==> src/rtl/ibex_alu_pext_dw_seq.sv <==
// Sequencer for 64-bit Pext add/sub over register pairs: two passes on the shared 32-bit adder,
// then a halving/saturation fix-up and two handshaked 32-bit write-back beats.
module ibex_alu_pext_dw_seq (
  input  logic        clk_i,
  input  logic        rst_ni,
  input  logic        start_i,
  input  logic [3:0]  op_i,
  input  logic [63:0] op_a_i,
  input  logic [63:0] op_b_i,
  input  logic        flush_i,
  output logic        busy_o,
  output logic        adder_req_o,
  input  logic        adder_gnt_i,
  output logic [31:0] adder_a_o,
  output logic [31:0] adder_b_o,
  output logic        adder_cin_o,
  input  logic [31:0] adder_sum_i,
  input  logic        adder_cout_i,
  output logic        res_valid_o,
  input  logic        res_ready_i,
  output logic        res_hi_o,
  output logic [31:0] res_o,
  output logic        ov_o
);

  typedef enum logic [2:0] {
    S_IDLE  = 3'd0,
    S_LO    = 3'd1,
    S_HI    = 3'd2,
    S_FIX   = 3'd3,
    S_WB_LO = 3'd4,
    S_WB_HI = 3'd5
  } state_e;

  state_e      state_q, state_d;
  logic [3:0]  op_q;
  logic [63:0] a_q, b_q, res_q;
  logic [31:0] lo_q, hi_q;
  logic        c_q, bit64_q;

  logic        sub_s, uns_s;
  logic [1:0]  mode_s;
  logic [31:0] b_lo_s, b_hi_s;
  logic        bit64_s;
  logic [64:0] r_s;
  logic [63:0] fix_s;
  logic        sat_s;

  assign sub_s  = op_q[0];
  assign mode_s = op_q[2:1];
  assign uns_s  = op_q[3];
  assign b_lo_s = sub_s ? ~b_q[31:0]  : b_q[31:0];
  assign b_hi_s = sub_s ? ~b_q[63:32] : b_q[63:32];
  // Bit 64 of the exact result: sign extension for signed ops, carry/not-borrow for unsigned.
  assign bit64_s = uns_s ? (sub_s ? ~adder_cout_i : adder_cout_i)
                         : (a_q[63] ^ b_hi_s[31] ^ adder_cout_i);
  assign r_s = {bit64_q, hi_q, lo_q};

  // Halving / saturation fix-up of the 65-bit exact result.
  always_comb begin
    fix_s = r_s[63:0];
    sat_s = 1'b0;
    case (mode_s)
      2'b01: begin
        fix_s = r_s[64:1];
      end
      2'b10: begin
        if (uns_s) begin
          if (r_s[64]) begin
            fix_s = sub_s ? 64'h0000_0000_0000_0000 : 64'hFFFF_FFFF_FFFF_FFFF;
            sat_s = 1'b1;
          end else begin
            fix_s = r_s[63:0];
          end
        end else begin
          if (r_s[64] != r_s[63]) begin
            fix_s = r_s[64] ? 64'h8000_0000_0000_0000 : 64'h7FFF_FFFF_FFFF_FFFF;
            sat_s = 1'b1;
          end else begin
            fix_s = r_s[63:0];
          end
        end
      end
      default: begin
        fix_s = r_s[63:0];
      end
    endcase
  end

  // Next-state and output decode; flush overrides everything.
  always_comb begin
    state_d     = state_q;
    busy_o      = (state_q != S_IDLE);
    adder_req_o = 1'b0;
    adder_a_o   = 32'h0000_0000;
    adder_b_o   = 32'h0000_0000;
    adder_cin_o = 1'b0;
    res_valid_o = 1'b0;
    res_hi_o    = 1'b0;
    res_o       = 32'h0000_0000;
    ov_o        = 1'b0;
    case (state_q)
      S_IDLE: begin
        if (start_i) begin
          state_d = S_LO;
        end else begin
          state_d = S_IDLE;
        end
      end
      S_LO: begin
        adder_req_o = 1'b1;
        adder_a_o   = a_q[31:0];
        adder_b_o   = b_lo_s;
        adder_cin_o = sub_s;
        if (adder_gnt_i) begin
          state_d = S_HI;
        end else begin
          state_d = S_LO;
        end
      end
      S_HI: begin
        adder_req_o = 1'b1;
        adder_a_o   = a_q[63:32];
        adder_b_o   = b_hi_s;
        adder_cin_o = c_q;
        if (adder_gnt_i) begin
          state_d = S_FIX;
        end else begin
          state_d = S_HI;
        end
      end
      S_FIX: begin
        ov_o    = sat_s;
        state_d = S_WB_LO;
      end
      S_WB_LO: begin
        res_valid_o = 1'b1;
        res_o       = res_q[31:0];
        if (res_ready_i) begin
          state_d = S_WB_HI;
        end else begin
          state_d = S_WB_LO;
        end
      end
      S_WB_HI: begin
        res_valid_o = 1'b1;
        res_hi_o    = 1'b1;
        res_o       = res_q[63:32];
        if (res_ready_i) begin
          state_d = S_IDLE;
        end else begin
          state_d = S_WB_HI;
        end
      end
      default: begin
        state_d = S_IDLE;
      end
    endcase
    if (flush_i) begin
      state_d     = S_IDLE;
      adder_req_o = 1'b0;
      res_valid_o = 1'b0;
      ov_o        = 1'b0;
    end else begin
      state_d = state_d;
    end
  end

  // State register.
  always_ff @(posedge clk_i or negedge rst_ni) begin
    if (!rst_ni) begin
      state_q <= S_IDLE;
    end else begin
      state_q <= state_d;
    end
  end

  // Operand latch, per-pass adder captures and fixed-up result.
  always_ff @(posedge clk_i or negedge rst_ni) begin
    if (!rst_ni) begin
      op_q    <= 4'h0;
      a_q     <= 64'h0000_0000_0000_0000;
      b_q     <= 64'h0000_0000_0000_0000;
      lo_q    <= 32'h0000_0000;
      hi_q    <= 32'h0000_0000;
      c_q     <= 1'b0;
      bit64_q <= 1'b0;
      res_q   <= 64'h0000_0000_0000_0000;
    end else begin
      case (state_q)
        S_IDLE: begin
          if (start_i && !flush_i) begin
            op_q <= op_i;
            a_q  <= op_a_i;
            b_q  <= op_b_i;
          end
        end
        S_LO: begin
          if (adder_gnt_i) begin
            lo_q <= adder_sum_i;
            c_q  <= adder_cout_i;
          end
        end
        S_HI: begin
          if (adder_gnt_i) begin
            hi_q    <= adder_sum_i;
            bit64_q <= bit64_s;
          end
        end
        S_FIX: begin
          res_q <= fix_s;
        end
        default: begin
          res_q <= res_q;
        end
      endcase
    end
  end

endmodule
==> config.mk <==
export PLATFORM = sky130hd
export DESIGN_NAME = ibex_alu_pext_dw_seq
export DESIGN_NICKNAME = d
export VERILOG_FILES = /design/src/rtl/ibex_alu_pext_dw_seq.sv
export SDC_FILE = /design/constraint.sdc
export NUM_CORES = 1
export LEC_CHECK = 0
export ABC_AREA = 0
export BUFFER_PORTS_ARGS = -buffer_cell sky130_fd_sc_hd__buf_2
export CORE_ASPECT_RATIO = 1.5
export CORE_MARGIN = 10
export CORE_UTILIZATION = 35
export CTS_CLUSTER_DIAMETER = 150
export DETAILED_ROUTE_END_ITERATION = 10
export GPL_TIMING_DRIVEN = 1
export REMOVE_ABC_BUFFERS = 1
export SKIP_CTS_REPAIR_TIMING = 1
export SYNTH_ARGS = -nofsm -noshare
export SYNTH_HDL_FRONTEND = slang
export SYNTH_SLANG_ARGS = --single-unit
==> constraint.sdc <==
create_clock -name clk_i -period 3.6 [get_ports clk_i]
set_clock_uncertainty 0.1 [all_clocks]
set_input_delay 0.54 -clock clk_i [delete_from_list [all_inputs] [get_ports clk_i]]
set_output_delay 0.54 -clock clk_i [all_outputs]
set_load 0.05 [all_outputs]
==> reports/metrics.cfg, run 1 <==
[drt]
wl_per_cell_um = 21.2
met2_length_mm = 17.8
wl_mm = 37.5
dr_wl_met3_mm = 3.48
drc = 0
first_pass_iters = 5
wl_met1_mm = 15.3
antenna_left = 0
drt_iter0_markers = 521
topRoutingLayerUsed = met5
vias = 9681
viasPerCell = 5.48

[clocking]
cts-root-buf = clkbuf_16
clock_sink_count = 265
htreeDepth = 1
clock_latency_ns = 0.54
numCtsBuffers = 27
clockBufferDepth = 3
cts_tree = yes
clk_pin_slew_ns = 0.06

[power_and_ir_drop]
power_switching_mw = 4.16
cellPowerDensity_nw_per_um2 = 756
p_clk_share_pct = 25.7
leakage_nw = 6.76
power_mw = 11.5
internal-power_mw = 7.33
p_seq_share_pct = 42.8
peakVddDrop_uv = 435
switching_share_pct = 36.2
p_comb_share_pct = 31.5

[yosys]
ys_warn_count = 0
synthTopCellsByArea = dfrtp_1, mux2_2, a221oi_1, a21oi_1, a22o_1
yosysTopAreaCell = dfrtp_1
syn_area_um2 = 12700
synth.most_common_cell = dfrtp_1
synth_cells = 1045
synth_area_per_cell_um2 = 12.1
async_flop_share_pct = 100
ys_seq_area_share_pct = 52.3
ys.flop_type = dfrtp_1
synth_commonest_cells = dfrtp_1, mux2_2, a21oi_1
synth-edff-count = 0
ys_types = 39
synth_seq_cells = 265
synth_top_area_share_pct = 52.3

[layout]
drive_gt1_share_pct = 42.9
final_util_pct = 42.4
fin_cells = 1767
nets = 1445
syn_to_final_growth_pct = 20.0
n_antenna_cell = 0

[timing]
rsz0062_at_grt = false
finalSetupViolations = 0
max-slew-margin-rel_pct = 45.6
hold_violations = 0
fin_hold_ws_ns = 0.129
fin_crit_sh_pct = 93.4
worst_pin_slew_ns = 0.816
max_freq_mhz = 297
drv_slew = 0
fin_crit_ns = 3.36

[die]
initial_core_util_pct = 35.4
die_h_um = 253
design.core.area_um2 = 35800
die_x_um = 175
dieArea_um2 = 44400
ios = 273
fp-row-count = 85

[critical_path]
cp_max_fo = 33
worstSetupPathType = flop to primary output
arrival_ns = 2.72
critPathCaptureType = primary output
cp_data_required_time_ns = 2.96
start_kind = flop

[flow_run]
cap_violations = 0

[place]
placed_cells = 1718
dp_hpwl_mm = 24.9
gp_congestion = 0.796
portBuffers = 272

[global_routing]
antenna_found_initial = 8
grt_use_total_pct = 16.3
grt_max_degree = 84
grt-ovfl-total = 0
grt_pass1_wl_mm = 58.8
grt_pass1_vias = 10200

[worst_hold_path]
hp-class = input pin to flop

[outcome]
status = finished, final reports clean

logic make-up after synthesis:
logic type | after synthesis | share of synthesized area, %
xor gates and xnor gates | 3 | 0.207
adders and majority gates | 4 | 0.395
and+or+nand+nor | 105 | 3.64
muxes | 197 | 17.5
DFF | 265 | 52.3
buffers and inverters | 108 | 5.66
AOI/OAI and AO/OA | 363 | 20.3
registers in the layout (all words and copies together) (netlist names):
name	flops
a_q	64
b_q	64
bit64_q	1
c_q	1
hi_q	32
lo_q	32
op_q	4
res_q	64
state_q	3
placed cells by master (no fill, tap or decap), types with 3 or more instances in the layout:
cell          n
nand2b_1      4
buf_4        20
clkbuf_16    27
dfrtp_1     264
bufinv_16     3
a21oi_1     159
nor2_1       64
clkinvlp_4    3
o21ai_0       5
clkbuf_8      8
inv_1         6
a211oi_1      4
nor2b_1       4
o22a_1       32
nand2_1      12
buf_2       271
a221oi_1     94
ha_1          3
nor2_4        5
a22o_1       65
buf_12        5
mux2_2      196
clkbuf_1      4
area by class of cell:
type,instances,area (um2)
fillers,3475,20600
flip-flops and latches,265,6630
multi-input cells,672,5380
repair buffers,298,1630
clock buffers,39,801
well taps,478,598
clock inverters,9,131
inverters,6,22.5
power by group through the flow:
stage | logic [mW] | registers (mW) | clock network, mW
2_1_floorplan | 2.79 | 4.69 | 0
3_3_place_gp | 3.56 | 4.93 | 0
3_5_place_dp | 3.64 | 4.96 | 0
4_1_cts | 3.65 | 4.92 | 3.05
5_1_grt | 3.95 | 5.06 | 3.15
6_report | 3.62 | 4.92 | 2.95
routing by layer:
layer  vias up  track usage (%)
met2       379             26.4
met1      4828             20.2
met5         -                0
met4        16             4.54
li1       4399                -
met3        59             5.62
critical path, stage by stage (launching register included):
cell and delay (ns):
dfrtp_1 0.47, nand2b_1 0.29, or2_2 0.63, o22a_1 0.33, a21oi_1 0.15, buf_2 0.28
final timing paths:
check                            from           end  slack, ns  cells after the start
max                        state_q[0]  adder_b_o[2]       0.24                      5
min                        op_a_i[42]       a_q[42]       0.13                      2
max reg2reg                state_q[2]        b_q[2]       1.04                      4
min reg2reg                 res_q[63]     res_q[63]       0.39                      2
max in group asynchronous      rst_ni     res_q[13]       2.01                      3
min in group asynchronous      rst_ni       b_q[52]       0.50                      2
per-stage QoR:
stage	setup WS (ns)	instance area, um2	setup TNS, ns
after global placement	0.872	14300	0
final	0.237	15200	0
after global routing	0.0548	15200	0
after floorplan	-0.905	12000	-145.23
after detailed placement	0.823	14300	0
after CTS	0.226	15200	0
Power figures use the tool's default switching activity.
==> inputs of run 2 (changes only) <==
Settings changed: PLACE_DENSITY from default to 0.53.
==> reports/metrics.cfg, run 2 (same netlist as run 1, synthesis figures left out) <==
[clocking]
cts-root-buf = clkbuf_16  ; unchanged
htreeDepth = 1  ; unchanged
clockBufferDepth = 3  ; unchanged
numCtsBuffers = 28  ; was 27
clock_sink_count = 265  ; unchanged
cts_tree = yes  ; unchanged
clock_latency_ns = 0.55  ; was 0.54 ns
clk_pin_slew_ns = 0.07  ; was 0.06 ns

[layout]
syn_to_final_growth_pct = 21.1  ; was 20.0%
final_common_cell = buf_2  ; unchanged
final_util_pct = 42.8  ; was 42.4%
nets = 1449  ; was 1445
largest_registers = a_q (64), b_q (64), res_q (64)  ; unchanged
layout_common_cells = buf_2, dfrtp_1, mux2_2  ; unchanged
drive_gt1_share_pct = 42.9  ; about the same
fin_area_um2 = 15300  ; was 15200 um2
fillers = 3477  ; was 3475

[power_and_ir_drop]
cellPowerDensity_nw_per_um2 = 758  ; was 756 nW/um2
power_mw = 11.6  ; was 11.5 mW
peakVddDrop_uv = 491  ; was 435 uV
leakage_nw = 6.82  ; was 6.76 nW

[global_routing]
grt_pass1_wl_mm = 60.0  ; was 58.8 mm
antenna_found_initial = 19  ; was 8
grt_use_total_pct = 16.7  ; was 16.3%
grt_pass1_vias = 10300  ; was 10200
grt_max_degree = 116  ; was 84
grt-ovfl-total = 0  ; unchanged

[die]
dieArea_um2 = 44400  ; unchanged
die_h_um = 253  ; unchanged
initial_core_util_pct = 35.4  ; unchanged
design.core.area_um2 = 35800  ; unchanged
ios = 273  ; unchanged
fp-row-count = 85  ; unchanged
die_x_um = 175  ; unchanged

[critical_path]
cp_max_fo = 15  ; was 33
slowest_stage = nor2_4  ; was or2_2
worstSetupPathType = flop to primary output  ; unchanged
cp_top_family = simple AND/OR/NAND/NOR gates  ; unchanged
start_kind = flop  ; unchanged
r2r-end = res_q[49]  ; was b_q[2]
rr_worst_depth = 6  ; was 4
crit-reg2reg-launch = bit64_q  ; was state_q[2]
path_cells = nand2b_1 > nor2_4 > buf_4 > a221oi_1 > a21oi_1 > buf_2  ; was nand2b_1 > or2_2 > o22a_1 > a21oi_1 > buf_2
critPathCaptureType = primary output  ; unchanged
critPathBufInv = 2  ; was 1
slowest_delay_ns = 0.50  ; was 0.63 ns
arrival_ns = 2.61  ; was 2.72 ns
reg2reg_slack_ns = 1.05  ; was 1.04 ns
cp_data_required_time_ns = 2.96  ; about the same

[place]
portBuffers = 272  ; unchanged
gp_congestion = 0.789  ; was 0.796
place_area_um2 = 14300  ; about the same
dp_slack_ns = 0.789  ; was 0.823 ns
dp_hpwl_mm = 25.0  ; was 24.9 mm

[drt]
viasPerCell = 5.44  ; was 5.48
first_pass_iters = 7  ; was 5
drc = 0  ; unchanged
drt_iter0_markers = 636  ; was 521
wl_mm = 38.1  ; was 37.5 mm
vias = 9692  ; was 9681
wl_per_cell_um = 21.4  ; was 21.2 um
antenna_left = 0  ; unchanged

[timing]
fin_crit_ns = 3.25  ; was 3.36 ns
finalSetupViolations = 0  ; unchanged
drv_slew = 0  ; unchanged
fin_crit_sh_pct = 90.4  ; was 93.4%
worst_pin_slew_ns = 1.00  ; was 0.816 ns
hold_violations = 0  ; unchanged
setup_ws_ns = 0.345  ; was 0.237 ns
max-slew-margin-rel_pct = 33.3  ; was 45.6%
rsz0062_at_grt = false  ; unchanged
max_freq_mhz = 307  ; was 297 MHz

[worst_hold_path]
hold_depth = 2  ; unchanged
hold-path-endpoint = a_q[60]  ; was a_q[42]
hold_start = op_a_i[60]  ; was op_a_i[42]
hp-class = input pin to flop  ; unchanged

[flow_run]
cap_violations = 0  ; unchanged

[outcome]
status = finished, final reports clean  ; unchanged

## run 2: worst max-delay path by stage
stage          startpoint            end  slack (ns)  depth (start not counted)
3_5_place_dp   state_q[0]  adder_b_o[29]        0.79                          5
5_1_grt        state_q[1]  adder_b_o[27]        0.20                          6
3_3_place_gp   state_q[0]   adder_b_o[4]        0.83                          5
4_1_cts        state_q[0]  adder_b_o[29]        0.12                          5
6_report       state_q[1]  adder_b_o[27]        0.35                          6
2_1_floorplan  state_q[0]   adder_b_o[0]       -0.90                          4
## run 2: per-stage QoR
stage / TNS (ns) / hold slack [ns] / instances
after floorplan: -145.23 / 0.144 / 943
after global placement: 0 / 0.368 / 1721
after detailed placement: 0 / 0.371 / 1721
after CTS: 0 / -0.159 / 1772
after global routing: 0 / 0.0941 / 1777
final: 0 / 0.113 / 1783
## run 2: cell type report
| class | instances | area [um2] | share of cell area, % |
|---|---|---|---|
| clock inverter | 6 | 108 | 0.701 |
| multi-input combinational | 672 | 5390 | 35.1 |
| tap | 478 | 598 | 3.90 |
| inverter | 6 | 22.5 | 0.147 |
| sequential | 265 | 6630 | 43.2 |
| antenna | 10 | 25.0 | 0.163 |
| clock buffer | 45 | 866 | 5.64 |
| timing repair buffer | 301 | 1700 | 11.1 |
## run 2: power breakdown
group	leakage, nW	total [mW]	switching (mW)	internal [mW]
clock	0.475	3.07	1.22	1.85
sequential	3.14	4.88	0.825	4.05
combinational	3.21	3.68	2.12	1.56
total	6.82	11.6	4.16	7.46
## run 2: layer usage
| metal | up-vias | GRT usage, % | wire length, um |
|---|---|---|---|
| li1 | 4421 | - | - |
| met1 | 4837 | 20.2 | 15500 |
| met2 | 364 | 27.1 | 18100 |
| met3 | 54 | 6.65 | 3730 |
| met4 | 16 | 4.57 | 721 |
| met5 | - | 0 | 85 |
